`config.mk`:
```
export PLATFORM = sky130hd
export DESIGN_NAME = shift_unit_seq
export DESIGN_NICKNAME = d
export VERILOG_FILES = /design/src/rtl/shift_unit_seq.sv
export SDC_FILE = /design/constraint.sdc
export NUM_CORES = 1
export LEC_CHECK = 0
export ABC_AREA = 1
export BUFFER_PORTS_ARGS = -buffer_cell sky130_fd_sc_hd__clkbuf_2
export CORE_ASPECT_RATIO = 1.2
export CORE_MARGIN = 3
export CORE_UTILIZATION = 51
export DETAILED_ROUTE_END_ITERATION = 6
export GPL_TIMING_DRIVEN = 0
export PLACE_DENSITY = 0.74
export SYNTH_ARGS = -nofsm -noshare
export SYNTH_HDL_FRONTEND = slang
export SYNTH_SLANG_ARGS = --single-unit
```
`constraint.sdc`:
```
create_clock -name clk -period 2.6 [get_ports clk]
set_clock_uncertainty 0.1 [all_clocks]
set_input_delay 0 -clock clk [delete_from_list [all_inputs] [get_ports clk]]
set_output_delay 0 -clock clk [all_outputs]
set_load 0.01 [all_outputs]
```
`src/rtl/shift_unit_seq.sv`:
```
// shift_unit_seq: sequential 16-bit shifter (SLL / SRA / ROR).
// An accepted start captures the operand, amount and mode. The operand is then
// shifted one bit per clock until the count reaches zero, and the result is
// published on shift_out with a one-cycle done pulse.
//
// state  | meaning
// -------+--------------------------------------------------------------
// IDLE   | nothing pending, shift_out holds last result, start accepted
// SHIFT  | one bit shifted per cycle, busy high, start ignored
// DONE   | done pulse, shift_out valid, start accepted (back-to-back)

module shift_unit_seq (
    input  logic        clk,
    input  logic        rst_n,
    input  logic        start,
    input  logic [15:0] shift_in,
    input  logic [3:0]  shift_val,
    input  logic [1:0]  mode,
    output logic        busy,
    output logic        done,
    output logic [15:0] shift_out
);

    localparam logic [1:0] MODE_SLL = 2'b00;
    localparam logic [1:0] MODE_SRA = 2'b01;
    localparam logic [1:0] MODE_ROR = 2'b10;
    localparam logic [1:0] MODE_RSV = 2'b11;

    typedef enum logic [1:0] {
        ST_IDLE  = 2'b00,
        ST_SHIFT = 2'b01,
        ST_DONE  = 2'b10
    } state_t;

    state_t      r_state;
    state_t      w_state_nxt;

    logic [15:0] r_data;
    logic [3:0]  r_cnt;
    logic [1:0]  r_mode;
    logic [15:0] r_shift_out;

    logic        w_accept;
    logic        w_direct;
    logic        w_last_step;
    logic [15:0] w_step;

    // State register
    always_ff @(posedge clk or negedge rst_n) begin
        if (!rst_n) begin
            r_state <= ST_IDLE;
        end else begin
            r_state <= w_state_nxt;
        end
    end

    // Next-state decode, start acceptance and status outputs
    always_comb begin
        w_state_nxt = r_state;
        w_accept    = 1'b0;
        w_direct    = 1'b0;
        w_last_step = 1'b0;
        busy        = 1'b0;
        done        = 1'b0;
        case (r_state)
            ST_IDLE: begin
                if (start) begin
                    w_accept = 1'b1;
                    if ((shift_val == 4'd0) || (mode == MODE_RSV)) begin
                        w_direct    = 1'b1;
                        w_state_nxt = ST_DONE;
                    end else begin
                        w_state_nxt = ST_SHIFT;
                    end
                end
            end
            ST_SHIFT: begin
                busy = 1'b1;
                // Count is never zero here; the <= guard only keeps a
                // corrupted count from wedging the FSM in SHIFT.
                if (r_cnt <= 4'd1) begin
                    w_last_step = 1'b1;
                    w_state_nxt = ST_DONE;
                end
            end
            ST_DONE: begin
                done = 1'b1;
                if (start) begin
                    w_accept = 1'b1;
                    if ((shift_val == 4'd0) || (mode == MODE_RSV)) begin
                        w_direct    = 1'b1;
                        w_state_nxt = ST_DONE;
                    end else begin
                        w_state_nxt = ST_SHIFT;
                    end
                end else begin
                    w_state_nxt = ST_IDLE;
                end
            end
            default: begin
                w_state_nxt = ST_IDLE;
            end
        endcase
    end

    // One-bit step of the captured operand according to the captured mode
    always_comb begin
        w_step = r_data;
        case (r_mode)
            MODE_SLL: w_step = {r_data[14:0], 1'b0};
            MODE_SRA: w_step = {r_data[15], r_data[15:1]};
            MODE_ROR: w_step = {r_data[0], r_data[15:1]};
            MODE_RSV: w_step = r_data;
            default:  w_step = r_data;
        endcase
    end

    // Operand capture and per-cycle shift / count-down
    always_ff @(posedge clk or negedge rst_n) begin
        if (!rst_n) begin
            r_data <= 16'h0000;
            r_cnt  <= 4'd0;
            r_mode <= 2'b00;
        end else if (w_accept) begin
            r_data <= shift_in;
            r_cnt  <= shift_val;
            r_mode <= mode;
        end else if (r_state == ST_SHIFT) begin
            r_data <= w_step;
            r_cnt  <= r_cnt - 4'd1;
        end
    end

    // Result register: loaded only on the edge that enters DONE
    always_ff @(posedge clk or negedge rst_n) begin
        if (!rst_n) begin
            r_shift_out <= 16'h0000;
        end else if (w_direct) begin
            // Zero amount or reserved mode: operand passes through unshifted.
            r_shift_out <= shift_in;
        end else if (w_last_step) begin
            r_shift_out <= w_step;
        end
    end

    assign shift_out = r_shift_out;

endmodule

```
; Word-level counts from Yosys, hierarchy flattened
; Cells that the tools add are included.
; W data, S select, Z words.
[word_totals]
ff_bits = 40
inputBits = 25
output_inout_bits = 18
word_cells = 44
[classes]
addsub = 1
magnitude_cmp = 1
eq_ne = 8
n_mux = 21
n_reduce_logical = 8
[op_table]
columns = cell, count
row1 = $mux W16, 4
row2 = $pmux W16 S4, 1
row3 = $mux W1, 9
row4 = $eq A2 B2 Y1 const B, 4
row5 = $mux W2, 4
row6 = $mux W4, 2
row7 = $pmux W2 S3, 1
row8 = $eq A2 B1 Y1 const B, 2
row9 = $le A4 B1 Y1 const B, 1
row10 = $logic_not A2 Y1, 2
row11 = $logic_not A4 Y1, 1
row12 = $ne A2 B2 Y1 const B, 2
row13 = $reduce_bool A2 Y1, 2
row14 = $sub A4 B1 Y4 const B, 1
row15 = $reduce_and A2 Y1, 1
row16 = $reduce_or A2 Y1, 1
row17 = $logic_or A1 B1 Y1, 1

; Depth between registers and ports, before layout
[logic_depth]
depth_word = 6
depth_mapped = 8
depth_no_buf = 7

; Least setup slack after synthesis
; OpenSTA, ideal clock, no wires.
[synth_timing]
kind = reg2reg
from = register r_cnt[0]
to = register r_shift_out[10], in the netlist shift_out[10]
setup_ps = 122
arrival_ps = 1267
t_required_ps = 2378
slack_ps = 1111
path_stages_with_launch = 8
path_buffers = 1
synth_period_minus_slack_ps = 1489
path_cell_list = dfrtp_1 -> inv_1 -> ha_1 -> o21ai_1 -> nor2_4 -> buf_4 -> nand3_1 -> nand3_2
[synth_between]
elab_chain_cells = 4
[synth_lines]
columns = item, line
row1 = "start, declared", 39  ; logic [3:0] r_cnt;
row2 = "start signal, assigned", 126  ; r_cnt <= shift_val;
row3 = "start signal, assigned", 130  ; r_cnt <= r_cnt - 4'd1;
row4 = $le A4 B1 Y1, 81  ; if (r_cnt <= 4'd1) begin
row5 = $mux W1, 81
row6 = $mux W1, 65  ; case (r_state)
row7 = $reduce_bool A2 Y1 (no line), n/a
row8 = "end signal, assigned", 140  ; r_shift_out <= shift_in;
row9 = "end signal, assigned", 142  ; r_shift_out <= w_step;
row10 = "end, declared", 41  ; logic [15:0] r_shift_out;
; Every way passes these cells.
; A chain may end at the register's enable or synchronous reset.

; Worst setup path after layout
[layout_timing]
from = register r_state[0]
to = register r_mode[1]
[layout_between]
elab_chain_cells = 3
word_cells_on_any_way = 4
classes_between = eq/ne: 1 / mux: 1 / reduce/logical: 2
[layout_lines]
columns = item, line
row1 = "start, declared", 35  ; state_t r_state;
row2 = "start signal, assigned", 53  ; r_state <= w_state_nxt;
row3 = $eq A2 B2 Y1 / $logic_not A2 Y1 (equally long branches), 65
row4 = $reduce_or A2 Y1 (no line) *, n/a
row5 = $mux W1 *, n/a
row6 = "end signal, assigned", 127  ; r_mode <= mode;
row7 = "end, declared", 40  ; logic [1:0] r_mode;
; Every way passes the cells marked *; elsewhere a longest branch is shown, timed or not.

==> impl_metrics.env <==
export IMPL_fillCellCount=393
export IMPL_yosys_top_cells_count="nand3_1, nand2_1, dfrtp_1"
export IMPL_htree_levels=2
export IMPL_rr_startpoint="r_state[0]$_DFFE_PN0P_"
export IMPL_worst_hold_path_type="primary input to asynchronous set/reset pin"
export IMPL_switching_power_uw=1780
export IMPL_gp_congestion=0.814
export IMPL_status="finished clean"
export IMPL_coreArea_um2=4630
export IMPL_synth_area_leaders="dfrtp_1, nand3_1, nand2_1"
export IMPL_grt_pass1_vias=2299
export IMPL_hpwl_um=4430
export IMPL_avgSynthCellArea_um2=8.11
export IMPL_grt_max_degree=41
export IMPL_holdBufCountCts=25
export IMPL_drc=0
export IMPL_power_density_nw_per_um2=1240
export IMPL_ys_seq_area_frac=0.407
export IMPL_finalCriticalPeriod_ns=1.90
export IMPL_cts_tree="yes"
export IMPL_fin_ws_ns=0.701
export IMPL_setup_viol=0
export IMPL_async_flop_share=1.00
export IMPL_slew_headroom=0.333
export IMPL_clock_power_share=0.133
export IMPL_rsz0062_at_grt="no"
export IMPL_ys_warn_count=0
export IMPL_slew_viol_final=0
export IMPL_crit_start="r_state[0]$_DFFE_PN0P_"
export IMPL_path_clk_slew_ns=0.08
export IMPL_finalHoldViolations=0
export IMPL_antenna_found_initial=0
export IMPL_reg2reg_depth=8
export IMPL_p_leak_uw=0.00157
export IMPL_cts_buffers=5
export IMPL_wirelength_um=6380
export IMPL_worst_pin_slew_ns=1.00
export IMPL_reg2reg_to="r_mode[1]$_DFFE_PN0P_"
export IMPL_period_share=0.730
export IMPL_fmax_ghz=0.527
export IMPL_die_h_um=82.1
export IMPL_start_util=0.531
export IMPL_ios=43
export IMPL_die_x_um=69.4
export IMPL_synth_distinct_cells=23
export IMPL_synth_top_area_share=0.407
export IMPL_syn_num_nets=330
export IMPL_wl_per_cell_um=14.6
export IMPL_clockBufferDepth=2
export IMPL_synth_area_leader_cell="dfrtp_1"
export IMPL_synth_most_common_cell="nand3_1"
export IMPL_place_ws_ns=0.908
export IMPL_cap_violations=0
export IMPL_first_iter_violations=165
export IMPL_fp_dieArea_um2=5690
export IMPL_cts_resized=0
export IMPL_drt_pass1_iter_count=4
export IMPL_drive_gt1_frac=0.262
export IMPL_p_sw_frac=0.465
export IMPL_worst_setup_path_type="flip-flop to flip-flop"
export IMPL_netlist_area_um2=2460
export IMPL_power_internal_uw=2050
export IMPL_max_vdd_ir_drop_mv=0.691
export IMPL_required_ns=2.73
export IMPL_antenna_left=0
export IMPL_viasPerCell=5.37
export IMPL_yosys_most_used_dff="dfrtp_1"
export IMPL_num_vias=2343
export IMPL_diodes=0
export IMPL_syn_instance_count=303
export IMPL_r2r_slack_ns=0.70
export IMPL_crit_path_max_fanout=10
export IMPL_area_delta_synth_final_pct=26.2
export IMPL_cp_arrival_ns=2.03
export IMPL_grt_pass1_wl_um=10900
export IMPL_fin_tns_setup_ns=0
export IMPL_share_comb_of_total_power=0.560
export IMPL_portBuffers=42
export IMPL_nets=404
export IMPL_grt_use_total=0.240
export IMPL_synth_edf_count=0
export IMPL_worstSetupStartpointType="flip-flop"
export IMPL_gr_total_overflow=0
export IMPL_clk_latency_ns=0.29
export IMPL_cts_setup_buffers=0
export IMPL_ys_ff_latch=40
export IMPL_endpoint_kind="flip-flop"
export IMPL_root_buffer="clkbuf_8"
export IMPL_rows=27
export IMPL_cts_sinks=40
export IMPL_pwr_share_seq=0.307
==> layer usage <==
metal / track usage / vias to the layer above / share of wire / wire length, um
met1: 0.315 / 1080 / 0.45 / 2850
met2: 0.405 / 67 / 0.48 / 3090
met5: 0 / - / 0 / 0
met4: 0.0742 / 0 / 0.018 / 114
li1: - / 1184 / - / -
met3: 0.0441 / 12 / 0.052 / 334
==> state kept, by name (all words and copies together), names as in the netlist <==
| register | count |
|---|---|
| r_state | 2 |
| r_cnt | 4 |
| r_data | 16 |
| r_mode | 2 |
| shift_out | 16 |
==> area by class of cell <==
class	instances	area [um2]	area share
multi-input combinational	222	1240	0.401
inverter	24	90.1	0.0290
clock buffer	5	68.8	0.0222
tap	58	72.6	0.0234
timing repair buffer	67	460	0.148
buffer	17	124	0.0399
sequential	40	1000	0.323
clock inverter	3	42.5	0.0137
==> power groups by stage <==
stage	clock network (uW)	registers, uW	logic, uW
global route	542	1220	2410
floorplan	0	1200	1520
finish	510	1180	2150
detailed placement	0	1180	2110
CTS	515	1180	2160
global placement	0	1170	2060
==> per-stage QoR <==
step	instances	hold WS [ns]	power [uW]	utilization	area [um2]
global route	436	0.373	4180	0.670	3100
floorplan	303	-0.396	2720	-	2460
finish	436	0.298	3840	0.670	3100
global placement	403	0.115	3230	0.592	2740
CTS	436	0.346	3850	0.670	3100
detailed placement	403	0.120	3290	0.592	2740
==> worst max-delay path by stage <==
| stage | endpoint | slack (ns) | cells past startpoint |
|---|---|---|---|
| floorplan | shift_out[10]$_DFFE_PN0P_ | 1.11 | 7 |
| global placement | shift_out[8]$_DFFE_PN0P_ | 0.94 | 7 |
| detailed placement | shift_out[9]$_DFFE_PN0P_ | 0.91 | 7 |
| CTS | r_mode[1]$_DFFE_PN0P_ | 0.69 | 8 |
| global route | r_mode[1]$_DFFE_PN0P_ | 0.63 | 8 |
| finish | r_mode[1]$_DFFE_PN0P_ | 0.70 | 8 |
==> cells in the final DEF, fill, tap and decap left out, drive strengths merged <==
cell type and n:
nand2 81, nor2 7, xnor2 1, ha 2, clkbuf 47, o21ai 5, buf 17, a21oi 1
clkinvlp 1, dlygate4sd3 25, o21bai 1, o221ai 2, nand3 107, o211ai 15, clkinv 1, bufinv 1
inv 24, dfrtp 40
==> cells by family after synthesis <==
kind of cell / synth area share
XOR/XNOR: 0.00356
buffers and inverters: 0.0870
adder cells (fa/ha/maj): 0.0102
flip-flops: 0.407
AO/OA/AOI/OAI: 0.0738
AND/OR/NAND/NOR: 0.418
==> worst max-delay path, cell delays in order (launching register included) <==
cell and delay, ns:
dfrtp_1 0.43, inv_2 0.14, nand2_4 0.08, inv_2 0.11, buf_6 0.15, buf_6 0.14
nand2_1 0.06, nand2_1 0.06, dlygate4sd3_1 0.55
Note: power is estimated with default switching activity, not from simulation.
